**src/rtl/cpu_dma_scheduler.sv**
```systemverilog
// cpu_dma_scheduler: owns the CPU bus during OAM sprite DMA ($4014 write) and,
// when NES_DMC_DMA_EN is defined, APU DMC sample fetches. Runs 2A03-style
// GET/PUT cycles locked to CPU cycle parity; a pending DMC read takes the next
// GET slot ahead of the OAM read. With NES_DMC_DMA_EN undefined the DMC ports
// are present but ignored, and DMC_ACK/DMC_DATA are held at 0.
//
// Handshake: DMC_REQ is a level. DMC_ACK is high for exactly one CE cycle,
// the cycle in which DMC_DATA carries the fetched byte; the requester lowers
// DMC_REQ on the clock edge that samples DMC_ACK. DMA_RD/OAM_WR are strobes
// that mean "this CE cycle"; with CE low they hold but nothing advances.
module cpu_dma_scheduler #(
    parameter logic [15:0] PAGE_REG = 16'h4014
) (
    input  logic        CLK,
    input  logic        RESET,
    input  logic        CE,
    input  logic [15:0] CPU_ADDR,
    input  logic [7:0]  CPU_DATA_OUT,
    input  logic        CPU_RW_n,
    input  logic [7:0]  BUS_DATA_IN,
    input  logic        DMC_REQ,
    input  logic [15:0] DMC_ADDR,
    output logic        CPU_HALT,
    output logic        DMA_ACTIVE,
    output logic [15:0] DMA_ADDR,
    output logic        DMA_RD,
    output logic        OAM_WR,
    output logic [7:0]  OAM_ADDR,
    output logic [7:0]  OAM_DATA,
    output logic        DMC_ACK,
    output logic [7:0]  DMC_DATA,
    output logic [2:0]  dbg_state
);

    typedef enum logic [2:0] {
        S_IDLE  = 3'd0,
        S_HALT  = 3'd1,
        S_ALIGN = 3'd2,
        S_GET   = 3'd3,
        S_PUT   = 3'd4
    } state_t;

    state_t      state;
    state_t      state_nxt;
    logic        par;        // 0 = GET slot, 1 = PUT slot
    logic [7:0]  idx;
    logic [7:0]  page;
    logic [7:0]  data_buf;
    logic        oam_pend;
    logic        trigger;
    logic        dmc_pend;
    logic        oam_get;

    assign dbg_state = state;

    // Request decode: $4014 write starts OAM DMA unless one is already queued
    always_comb begin
        trigger = CE & ~CPU_RW_n & (CPU_ADDR == PAGE_REG) & ~oam_pend;
`ifdef NES_DMC_DMA_EN
        dmc_pend = DMC_REQ;
`else
        dmc_pend = 1'b0;
`endif
    end

`ifndef NES_DMC_DMA_EN
    logic unused_dmc;
    assign unused_dmc = ^{DMC_REQ, DMC_ADDR};
`endif

    // Next-state and output decode; every output is a function of state
    always_comb begin
        state_nxt  = state;
        CPU_HALT   = 1'b0;
        DMA_ACTIVE = 1'b0;
        DMA_ADDR   = 16'h0000;
        DMA_RD     = 1'b0;
        OAM_WR     = 1'b0;
        OAM_ADDR   = 8'h00;
        OAM_DATA   = 8'h00;
        DMC_ACK    = 1'b0;
        DMC_DATA   = 8'h00;
        oam_get    = 1'b0;
        if (state != S_IDLE) begin
            CPU_HALT   = 1'b1;
            DMA_ACTIVE = 1'b1;
        end
        case (state)
            S_IDLE: begin
                // The trigger edge itself moves to HALT so the CPU stops next cycle
                if (oam_pend || trigger || dmc_pend) state_nxt = S_HALT;
            end
            S_HALT: begin
                // par=1 now means the following cycle is a GET slot
                state_nxt = par ? S_GET : S_ALIGN;
            end
            S_ALIGN: begin
                state_nxt = S_GET;
            end
            S_GET: begin
                if (dmc_pend) begin
                    DMA_ADDR  = DMC_ADDR;
                    DMA_RD    = 1'b1;
                    DMC_ACK   = 1'b1;
                    DMC_DATA  = BUS_DATA_IN;
                    state_nxt = oam_pend ? S_ALIGN : S_IDLE;
                end else if (oam_pend) begin
                    DMA_ADDR  = {page, idx};
                    DMA_RD    = 1'b1;
                    oam_get   = 1'b1;
                    state_nxt = S_PUT;
                end else begin
                    // DMC request withdrawn before its slot: release the bus
                    state_nxt = S_IDLE;
                end
            end
            S_PUT: begin
                OAM_WR   = 1'b1;
                OAM_ADDR = idx;
                OAM_DATA = data_buf;
                if (idx == 8'hFF) state_nxt = dmc_pend ? S_GET : S_IDLE;
                else              state_nxt = S_GET;
            end
            default: begin
                state_nxt = S_IDLE;
            end
        endcase
    end

    // State, parity, OAM index, page and read buffer; everything holds when CE is low
    always_ff @(posedge CLK) begin
        if (RESET) begin
            state    <= S_IDLE;
            par      <= 1'b0;
            idx      <= 8'h00;
            page     <= 8'h00;
            data_buf <= 8'h00;
            oam_pend <= 1'b0;
        end else if (CE) begin
            state <= state_nxt;
            par   <= ~par;
            if (trigger) begin
                page     <= CPU_DATA_OUT;
                oam_pend <= 1'b1;
            end
            if (oam_get) data_buf <= BUS_DATA_IN;
            if (state == S_PUT) begin
                idx <= idx + 8'd1;
                if (idx == 8'hFF) oam_pend <= 1'b0;
            end
        end
    end

endmodule

```
**config.mk**
```make
export PLATFORM = sky130hd
export DESIGN_NAME = cpu_dma_scheduler
export DESIGN_NICKNAME = d
export VERILOG_FILES = /design/src/rtl/cpu_dma_scheduler.sv
export SDC_FILE = /design/constraint.sdc
export NUM_CORES = 1
export LEC_CHECK = 0
export ABC_AREA = 1
export BUFFER_PORTS_ARGS = -buffer_cell sky130_fd_sc_hd__buf_2
export CORE_MARGIN = 2
export CORE_UTILIZATION = 40
export DETAILED_ROUTE_END_ITERATION = 8
export GPL_TIMING_DRIVEN = 0
export PLACE_DENSITY = 0.78
export SLEW_MARGIN = 0
export SYNTH_ARGS = -nofsm -noshare
export SYNTH_HDL_FRONTEND = slang
export SYNTH_SLANG_ARGS = --single-unit
```
**constraint.sdc**
```tcl
create_clock -name CLK -period 2.9 [get_ports CLK]
set_input_delay 0.29 -clock CLK [delete_from_list [all_inputs] [get_ports CLK]]
set_output_delay 0.29 -clock CLK [all_outputs]
set_load 0.05 [all_outputs]
```
# Word-level counts from Yosys, hierarchy flattened
# Cells that the tools add are included.
[classes]
addsub = 1
eq_ne = 7
n_mux = 16
bitwise = 6
n_reduce_logical = 7
[ops]
columns = ["cell", "n"]
rows = [
  ["16-bit two-way mux", 2],
  ["16-bit by 15-bit == test with 1-bit output (second input constant)", 1],
  ["8-bit two-way mux", 2],
  ["3-bit case mux with 5 select lines", 1],
  ["8-bit by 1-bit adder with 8-bit output (second input constant)", 1],
  ["8-bit == test (second input constant)", 1],
  ["1-bit two-way mux", 8],
  ["2-bit AND reduction", 4],
  ["3-bit by 2-bit == test with 1-bit output (second input constant)", 2],
  ["3-bit two-way mux", 2],
  ["1-bit bitwise AND", 3],
  ["3-bit by 1-bit == test with 1-bit output (second input constant)", 1],
  ["3-bit == test (second input constant)", 1],
  ["3-bit logical NOT", 1],
  ["1-bit NOT", 3],
  ["3-bit nonzero test", 1],
  ["2-bit two-way mux", 1],
  ["2-bit inequality test (second input constant)", 1],
  ["1-bit logical OR", 1],
]
[word_totals]
regBits = 29
input_bits = 53
out_inout_bits = 48

# Logic depth before layout (Yosys ltp)
# Gate-level depths: netlist of the first run.
[depth]
word_depth = 7
depth_mapped = 8

# Worst setup path before layout of the first run
# Ideal clock, no wire load.
[synth_path]
kind = "reg-to-output"
from = "reg state[0], in the netlist dbg_state[0]"
to = "out DMA_ADDR[0]"
t_arrival_ns = 2.185
path_slack_ns = 0.425
path_stages_with_launch = 5
path_buffers = 0
cell_sequence = "dfxtp_1 -> nand3_2 -> nor2_4 -> inv_1 -> nor2_1"
[synth_via]
elab_chain_cells = 2
[synth_rtl]
columns = ["item", "line", "source"]
rows = [
  ["start, declared", "43", "state_t state;"],
  ["start signal, assigned", "140", "state <= state_nxt;"],
  ["3-bit by 2-bit == test with 1-bit output", "88", "case (state)"],
  ["16-bit two-way mux", "88", ""],
  ["end, declared", "25", "output logic [15:0] DMA_ADDR,"],
]
# No other way between the ends.

# Final worst setup path of the first run
[layout_path]
from = "reg state[2], in the netlist dbg_state[2]"
to = "out DMA_ADDR[7]"
# The elaborated chain is that of the path after synthesis.

==> results.py, run 1 <==
metrics = {
    "drt": {
        "initialDrtViolationCount": 77,
        "vias": 1866,
        "routed_wl_mm": 4.17,
        "viasPerCell": 4.54,
        "final_antenna_net_count": 0,
        "drc": 0,
        "dr.pass1.iters": 4,
        "wire_per_inst_um": 10.1,
    },
    "placement": {
        "numPortBuffers": 74,
        "place_hpwl_mm": 3.27,
        "globalplace.congestion": 0.847,
    },
    "sta": {
        "slew_violations": 0,
        "period_minus_slack_ns": 1.96,
        "fmax_ghz": 0.510,
        "hold_viol_final": 0,
        "fin_skew_ns": 0.00359,
        "tightest_slew_ns": 0.552,
        "rsz0062_at_grt": "false",
        "relSlewSlack_pct": 63.0,
        "setup_viol": 0,
        "setup_tns_ns": 0,
        "fin_crit_sh_pct": 67.6,
    },
    "global_route": {
        "grt_pass1_wl_mm": 7.10,
        "grt_pass1_vias": 1743,
        "grt_max_degree": 11,
        "grt_overflow": 0,
        "antenna_found_initial": 0,
        "grt_use_total_pct": 17.7,
    },
    "setup_path": {
        "crit_fanout": 9,
        "crit_arrival_ns": 1.67,
        "startpoint_type": "flop",
        "critPathRequiredTime_ns": 2.61,
        "crit_path_end_kind": "primary output",
        "worstSetupPathType": "flop to primary output",
    },
    "yosys": {
        "synth_top_cell_by_area": "dfxtp_1",
        "synth_warnings": 0,
        "syn_area_per_cell_um2": 6.30,
        "synth.cell_area_um2": 1710,
        "synthTopCellsByArea": "dfxtp_1 34%, nor2_1 15%, nand2_1 10%, inv_1 9.2%, a21oi_1 6.2%",
        "synth_cell_types": 24,
        "async_reset_ff_share_pct": 0,
        "ys_top_cells_by_count": "68 x nor2_1, 46 x nand2_1, 42 x inv_1",
        "synth_seq_area_share_pct": 34.0,
        "synth-edff-count": 0,
        "synth_most_common_cell": "nor2_1",
        "synthCells": 271,
        "ys_seq_elements": 29,
        "ys.flop_type": "dfxtp_1",
        "yosysTopAreaCellShare_pct": 34.0,
    },
    "clock_network": {
        "cts_buffers": 5,
        "cts-root-buf": "clkbuf_8",
        "clock-sinks": 29,
        "postCtsSetupRepairBufs": 0,
        "h-tree-depth": 2,
        "cts_hold_buf": 0,
        "cts_resized": 0,
        "clock_latency_ns": 0.28,
        "clkTransAtPathRegs_ns": 0.06,
        "cts_tree": "done",
        "cts_buffer_depth": 2,
    },
    "layout": {
        "syn_to_final_growth_pct": 33.0,
        "multi_input_area_um2": 887,
        "n_antenna_cell": 0,
        "final_nets": 414,
        "fin_util_pct": 56.0,
        "final_layout_size_suffix_gt1_share_pct": 29.6,
        "n_fill_cell": 415,
        "ff_latch_area_um2": 581,
    },
    "power_and_ir_drop": {
        "p_per_area_nw_per_um2": 407,
        "p_leak_nw": 1.11,
        "vdd.ir_drop.worst_mv": 0.269,
    },
    "floorplan": {
        "die_area_um2": 4810,
        "core_area_um2": 4060,
        "start_util_pct": 42.1,
        "die_w_um": 69.3,
        "rows": 23,
        "boundaryPins": 101,
        "die_h_um": 69.3,
    },
    "hold_path": {
        "hold_path_class": "input port to flop",
    },
    "run_status": {
        "status": "finished, final reports clean",
    },
    "flow_run": {
        "drv_cap": 0,
    },
}
placed cells by master, fill, tap and decap left out:
cell / count
a21oi_1: 21
buf_1: 2
buf_2: 74
buf_4: 10
buf_6: 1
clkbuf_1: 2
clkbuf_8: 7
clkinv_2: 1
conb_1: 9
dfxtp_1: 29
ha_1: 1
inv_1: 42
inv_2: 3
nand2_1: 46
nand2_4: 1
nand3_1: 5
nand3_2: 2
nand3_4: 2
nand3b_1: 1
nand4_1: 9
nor2_1: 68
nor2_2: 3
nor2_4: 2
nor3_1: 4
nor3b_2: 1
o21ai_0: 14
xnor2_1: 1
sequential cells by signal (all words and copies together) (netlist names):
name       flops
oam_pend       1
page           8
idx            8
dbg_state      3
data_buf       8
par            1
report_power, final:
group / switching, mW / internal [mW] / leakage, nW
clock network: 0.154 / 0.214 / 0.0542
registers: 0.00437 / 0.403 / 0.234
logic: 0.100 / 0.0502 / 0.820
total: 0.258 / 0.667 / 1.11
worst paths after layout:
check                           depth (start not counted)  slack, ns          end         start
worst max-delay path                                    6       0.94  DMA_ADDR[7]  dbg_state[2]
worst min-delay path                                    2       0.24          par         RESET
worst max register to register                          6       1.38     oam_pend  dbg_state[1]
worst min register to register                          2       0.46  data_buf[3]   data_buf[3]
layer usage:
metal | part of all wire [%] | global-route usage, % | vias to the layer above
met2 | 47 | 30.8 | 62
met1 | 44 | 21.1 | 807
met4 | 0.74 | 4.58 | 0
met5 | 0 | 0 | -
li1 | - | - | 993
met3 | 8.2 | 5.67 | 4
cell families after synthesis:
group	synth area share, %
other cells	0.220
flops	34.0
xor+xnor	0.513
fa+ha+maj	0.732
simple gates	38.5
compound gates	10.3
buf+inv	15.8
metrics by stage:
stage / cells / total power [mW] / setup WS [ns] / hold slack [ns] / instance area (µm²)
finish: 411 / 0.925 / 0.941 / 0.239 / 2270
global route: 411 / 0.965 / 0.776 / 0.243 / 2270
CTS: 411 / 0.932 / 0.912 / 0.235 / 2270
detailed placement: 403 / 0.566 / 1.22 / 0.448 / 2170
global placement: 403 / 0.565 / 1.23 / 0.439 / 2170
floorplan: 279 / 0.524 / 0.425 / 0.359 / 1740
worst max-delay path, stage by stage (launching register included):
cell and delay (ns):
dfxtp_1 0.38, inv_1 0.09, nand3_2 0.18, nor2_4 0.20, inv_1 0.15, nor2_1 0.11, buf_2 0.27
cell type report:
| class | instances | area share [%] |
|---|---|---|
| inverters | 45 | 7.43 |
| plain buffers | 15 | 4.46 |
| repair buffers | 74 | 16.3 |
| clock inverters | 1 | 0.220 |
| clock buffers | 7 | 4.24 |
| multi-input cells | 190 | 39.0 |
| well taps | 50 | 2.75 |
| flip-flops and latches | 29 | 25.6 |
No activity file was read; power rests on OpenSTA's default activity.
==> run 2, diff against run 1 <==
--- a/config.mk
+++ b/config.mk
@@ -5,13 +5,13 @@
 export SDC_FILE = /design/constraint.sdc
 export NUM_CORES = 1
 export LEC_CHECK = 0
-export ABC_AREA = 1
+export ABC_AREA = 0
 export BUFFER_PORTS_ARGS = -buffer_cell sky130_fd_sc_hd__buf_2
 export CORE_MARGIN = 2
-export CORE_UTILIZATION = 40
+export CORE_UTILIZATION = 38
 export DETAILED_ROUTE_END_ITERATION = 8
 export GPL_TIMING_DRIVEN = 0
-export PLACE_DENSITY = 0.78
+export PLACE_DENSITY = 0.8
 export SLEW_MARGIN = 0
 export SYNTH_ARGS = -nofsm -noshare
 export SYNTH_HDL_FRONTEND = slang
==> constraint.sdc (replaced) <==
create_clock -name CLK -period 1.6 [get_ports CLK]
set_input_delay 0.16 -clock CLK [delete_from_list [all_inputs] [get_ports CLK]]
set_output_delay 0.16 -clock CLK [all_outputs]
set_load 0.05 [all_outputs]
==> results.py, run 2 <==
metrics = {
    "yosys": {
        "synth.cell_area_um2": 1530,
        "synthTopCellsByArea": "dfxtp_1 38%, and2_1 13%, mux2i_1 6.6%, buf_4 4.9%, nor2_1 4.9%",
        "syn_area_per_cell_um2": 8.30,
        "synth_top_cell_by_area": "dfxtp_1",
        "ys_seq_elements": 29,
        "synth_seq_area_share_pct": 38.0,
        "ys.flop_type": "dfxtp_1",
        "synth_most_common_cell": "and2_1",
        "synth_warnings": 0,
        "ys_top_cells_by_count": "32 x and2_1, 29 x dfxtp_1, 20 x nor2_1",
        "synthCells": 184,
        "synth_cell_types": 31,
        "yosysTopAreaCellShare_pct": 38.0,
        "synth-edff-count": 0,
        "async_reset_ff_share_pct": 0,
    },
    "run_status": {
        "status": "finished, final reports clean",
    },
    "sta": {
        "setup_tns_ns": 0,
        "setup_viol": 0,
        "fin_skew_ns": 0.00952,
        "relSlewSlack_pct": 61.2,
        "rsz0062_at_grt": "true",
        "tightest_slew_ns": 0.580,
        "fin_crit_sh_pct": 99.6,
        "fmax_ghz": 0.627,
        "hold_viol_final": 0,
        "slew_violations": 0,
        "period_minus_slack_ns": 1.59,
    },
    "drt": {
        "initialDrtViolationCount": 71,
        "dr.pass1.iters": 4,
        "viasPerCell": 4.84,
        "drc": 0,
        "vias": 1607,
        "final_antenna_net_count": 0,
        "wire_per_inst_um": 13.6,
        "routed_wl_mm": 4.53,
    },
    "power_and_ir_drop": {
        "p_per_area_nw_per_um2": 681,
        "p_leak_nw": 1.17,
        "vdd.ir_drop.worst_mv": 0.526,
        "total_power_mw": 1.85,
    },
    "setup_path": {
        "cp_num_buf_inv": 2,
        "critPathRequiredTime_ns": 1.44,
        "path_common_cell": "buf_8",
        "startpoint_type": "flop",
        "worstSetupPathType": "flop to primary output",
        "crit_path_end_kind": "primary output",
        "crit_chain": "and4b_2 > buf_8 > and2_4 > buf_8",
        "crit_fanout": 10,
        "max_stage_delay_ns": 0.36,
        "crit_arrival_ns": 1.43,
        "crit_family": "simple AND/OR/NAND/NOR gates",
        "slowest_stage": "dfxtp_4",
    },
    "global_route": {
        "grt_max_degree": 11,
        "grt_use_total_pct": 19.5,
        "grt_pass1_vias": 1484,
        "grt_pass1_wl_mm": 6.55,
        "grt_overflow": 0,
        "antenna_found_initial": 0,
    },
    "layout": {
        "layout_commonest_cell": "buf_8",
        "syn_to_final_growth_pct": 77.4,
        "largestRegisters": "data_buf: 8 flops, idx: 8 flops, page: 8 flops",
        "n_antenna_cell": 0,
        "final_layout_size_suffix_gt1_share_pct": 53.5,
        "final_area_um2": 2710,
        "final_nets": 335,
        "final_cell_mix": "38 x buf_8, 37 x buf_2, 32 x and2_4",
    },
    "floorplan": {
        "die_area_um2": 4540,
        "start_util_pct": 38.7,
        "core_area_um2": 3940,
        "die_h_um": 67.4,
        "boundaryPins": 101,
        "rows": 23,
        "die_w_um": 67.4,
    },
    "clock_network": {
        "clock_latency_ns": 0.28,
        "cts_tree": "done",
        "cts_buffers": 5,
        "cts_buffer_depth": 2,
        "clock-sinks": 29,
        "clkTransAtPathRegs_ns": 0.06,
        "h-tree-depth": 2,
        "cts-root-buf": "clkbuf_8",
    },
    "flow_run": {
        "drv_cap": 0,
    },
    "hold_path": {
        "hold_path_class": "input port to flop",
    },
    "placement": {
        "numPortBuffers": 72,
        "place_hpwl_mm": 2.87,
        "globalplace.congestion": 0.763,
        "dpl_cell_area_um2": 2080,
    },
}
==> run 2: logic make-up after synthesis <==
kind of cell,Yosys count,share of synthesized area (%)
buf+inv,22,7.86
mux,10,6.55
other cells,1,0.245
xor+xnor,7,4.01
simple gates,94,35.3
fa+ha+maj,1,0.819
flops,29,38.0
compound gates,20,7.21
==> run 2: per-stage QoR <==
stage          std cells  setup slack [ns]  hold slack [ns]  util [%]
6_report             332           0.00621            0.117      68.7
4_1_cts              328           -0.0676            0.110      65.8
2_1_floorplan        192           0.00971            0.307         -
5_1_grt              332           -0.0391            0.124      68.7
3_5_place_dp         314            -0.211            0.404      52.8
3_3_place_gp         314            -0.198            0.391      52.8
==> run 2: final cells by class <==
cell class	instances	area [µm²]
Sequential cell	29	596
Fill cell	282	1230
Clock buffer	8	111
Buffer	19	158
Tap cell	50	62.6
Inverter	2	7.51
Multi-Input combinational cell	141	978
Timing Repair Buffer	83	797
==> run 2: final timing paths <==
check / startpoint / endpoint / slack, ns / cells past startpoint
worst max-delay path: dbg_state[2] / DMA_ADDR[1] / 0.006 / 4
worst max register to register: dbg_state[1] / idx[6] / 0.05 / 6
worst min-delay path: CPU_DATA_OUT[2] / page[2] / 0.12 / 3
worst min register to register: data_buf[6] / data_buf[6] / 0.46 / 2
==> run 2: worst reg2reg max path: stages, from the launching register on <==
cell     delay, ns
dfxtp_4       0.36
nor3b_4       0.20
buf_6         0.17
buf_6         0.11
nand3_4       0.09
or3_4         0.41
a21oi_2       0.14
==> run 2: layer usage <==
metal  share of wire [%]  track usage (%)  up-vias
met5                   0                0        -
met4                0.86             6.89        0
met3                 6.1             5.50        6
met2                  55             36.1       54
met1                  38             21.1      752
li1                    -                -      795
==> run 2: timing repair <==
item,CTS,global route
hold buffers,0,0
setup buffers,6,4
resized for setup,105,31
pin swaps,8,7
gates cloned,1,0
endpoints found under the setup margin,34,37
==> run 2: report_power, final <==
group | leakage, nW | internal [mW] | switching (mW) | total, mW
Combinational | 0.877 | 0.146 | 0.228 | 0.374
Clock | 0.0566 | 0.444 | 0.275 | 0.719
Sequential | 0.237 | 0.734 | 0.0191 | 0.753
==> run 3, diff against run 2 <==
--- a/config.mk
+++ b/config.mk
@@ -8,7 +8,7 @@
 export ABC_AREA = 0
 export BUFFER_PORTS_ARGS = -buffer_cell sky130_fd_sc_hd__buf_2
 export CORE_MARGIN = 2
-export CORE_UTILIZATION = 38
+export CORE_UTILIZATION = 40
 export DETAILED_ROUTE_END_ITERATION = 8
 export GPL_TIMING_DRIVEN = 0
 export PLACE_DENSITY = 0.8
==> constraint.sdc (replaced) <==
create_clock -name CLK -period 1.5 [get_ports CLK]
set_input_delay 0.15 -clock CLK [delete_from_list [all_inputs] [get_ports CLK]]
set_output_delay 0.15 -clock CLK [all_outputs]
set_load 0.05 [all_outputs]
==> results.py, run 3 (synthesis results as in run 2) <==
metrics = {
    "run_status": {
        "status": "complete, but fails checks",
        "violations": "negative setup slack",
    },
    "sta": {
        "slew_violations": 0,
        "tightest_slew_ns": 0.566,
        "fmax_ghz": 0.618,
        "setup_viol": 35,
        "relSlewSlack_pct": 62.3,
        "fin_skew_ns": 0.00941,
        "rsz0062_at_grt": "true",
        "hold-worst-slack_ns": 0.106,
        "fin_crit_sh_pct": 108,
        "setup_ws_ns": -0.119,
        "setup_tns_ns": -2.88,
        "period_minus_slack_ns": 1.62,
        "hold_viol_final": 0,
    },
    "power_and_ir_drop": {
        "p_clk_share_pct": 40.8,
        "total_power_mw": 2.06,
        "swShare_pct": 27.5,
        "p_leak_nw": 1.21,
        "vdd.ir_drop.worst_mv": 0.630,
        "p_switching_mw": 0.566,
        "p_int_mw": 1.49,
        "p_per_area_nw_per_um2": 732,
        "pwr-share-comb_pct": 20.3,
        "p_seq_share_pct": 38.9,
    },
    "setup_path": {
        "max_stage_delay_ns": 0.36,
        "startpoint_type": "flop",
        "worstSetupPathType": "flop to primary output",
        "critPathRequiredTime_ns": 1.35,
        "cp_num_buf_inv": 3,
        "crit_arrival_ns": 1.47,
        "slowest_stage": "dfxtp_4",
        "crit_family": "simple AND/OR/NAND/NOR gates",
        "crit_chain": "and4b_1 > buf_8 > clkbuf_16 > and2_4 > buf_8",
        "path_common_cell": "buf_8",
        "crit_path_end_kind": "primary output",
        "crit_fanout": 5,
    },
    "clock_network": {
        "cts-root-buf": "clkbuf_8",
        "clock_latency_ns": 0.28,
        "h-tree-depth": 2,
        "cts_buffer_depth": 2,
        "clkTransAtPathRegs_ns": 0.06,
        "cts_tree": "done",
        "cts_buffers": 5,
        "cts_hold_buf": 0,
        "clock-sinks": 29,
    },
    "layout": {
        "ff_latch_area_um2": 596,
        "n_fill_cell": 238,
        "final_nets": 339,
        "multi_input_area_um2": 981,
        "syn_to_final_growth_pct": 83.9,
        "fin_cells": 334,
        "n_antenna_cell": 0,
        "layout_commonest_cell": "buf_8",
        "fin_util_pct": 76.7,
        "largestRegisters": "data_buf: 8 flops, idx: 8 flops, page: 8 flops",
        "final_cell_mix": "37 x buf_8, 36 x buf_2, 32 x and2_4",
        "final_layout_size_suffix_gt1_share_pct": 53.8,
    },
    "drt": {
        "viasPerCell": 5.03,
        "final_antenna_net_count": 0,
        "wire_per_inst_um": 14.7,
        "initialDrtViolationCount": 143,
        "dr.pass1.iters": 6,
        "routed_wl_mm": 4.92,
        "vias": 1681,
        "drc": 0,
    },
    "placement": {
        "numPortBuffers": 72,
        "place_hpwl_mm": 2.76,
        "place_inst": 312,
        "globalplace.congestion": 0.713,
    },
    "floorplan": {
        "rows": 22,
        "boundaryPins": 101,
        "die_area_um2": 4330,
        "start_util_pct": 41.7,
        "die_w_um": 65.8,
        "core_area_um2": 3660,
        "die_h_um": 65.8,
    },
    "global_route": {
        "antenna_found_initial": 0,
        "grt_pass1_vias": 1607,
        "grt_use_total_pct": 20.9,
        "grt_overflow": 0,
        "grt_max_degree": 11,
        "grt_pass1_wl_mm": 6.95,
    },
    "flow_run": {
        "drv_cap": 0,
    },
    "hold_path": {
        "hold_path_class": "input port to flop",
    },
}
-- run 3: cell count changes in the layout (fill, tap and decap cells not counted), moves of 2 or more --
| cell | before | now |
|---|---|---|
| o21ai_2 | 2 | 0 |
| o21ai_4 | 0 | 2 |
| clkbuf_16 | 1 | 3 |
| buf_4 | 17 | 19 |
-- run 3: layout make-up --
cell class / count / area share (%)
tap: 48 / 2.14
inverter: 2 / 0.267
sequential: 29 / 21.2
timing repair buffer: 86 / 30.5
multi-input combinational: 141 / 34.9
clock buffer: 7 / 3.07
clock inverter: 1 / 1.07
buffer: 20 / 6.86
-- run 3: final timing paths --
path / from / to / slack, ns / cells after the start
worst max-delay path: dbg_state[2] / DMA_ADDR[3] / -0.12 / 5
worst min-delay path: CPU_DATA_OUT[0] / page[0] / 0.11 / 3
worst max register to register: oam_pend / data_buf[0] / -0.03 / 7
worst min register to register: data_buf[7] / data_buf[7] / 0.46 / 2
-- run 3: power groups by stage --
stage	combinational, mW	clock [mW]	sequential, mW
2_1_floorplan	0.226	0	0.852
3_3_place_gp	0.339	0	0.822
3_5_place_dp	0.343	0	0.823
4_1_cts	0.392	0.838	0.801
5_1_grt	0.442	0.890	0.801
6_report	0.417	0.839	0.801
-- run 3: timing repair --
item	in CTS	in global routing
cloned	0	2
endpoints found under the setup margin	35	50
buffers inserted	8	4
pin swaps	11	7
gates resized for setup	121	17
-- run 3: routing by layer --
layer,global-route usage (%),vias up,wire (µm)
li1,-,799,-
met1,23.3,786,1940
met2,38.1,79,2510
met3,5.62,17,325
met4,6.51,0,149
met5,0,-,0
-- run 3: tightest hold or removal path, stage by stage --
cell and delay, ns:
buf_2 0.08, mux2i_1 0.05, nor2_1 0.07
-- run 3: per-stage QoR --
| step | setup slack, ns | instance area, µm² |
|---|---|---|
| after floorplan | -0.0566 | 1670 |
| after global placement | -0.216 | 2090 |
| after detailed placement | -0.223 | 2090 |
| after CTS | -0.109 | 2680 |
| after global routing | -0.156 | 2810 |
| final | -0.119 | 2810 |
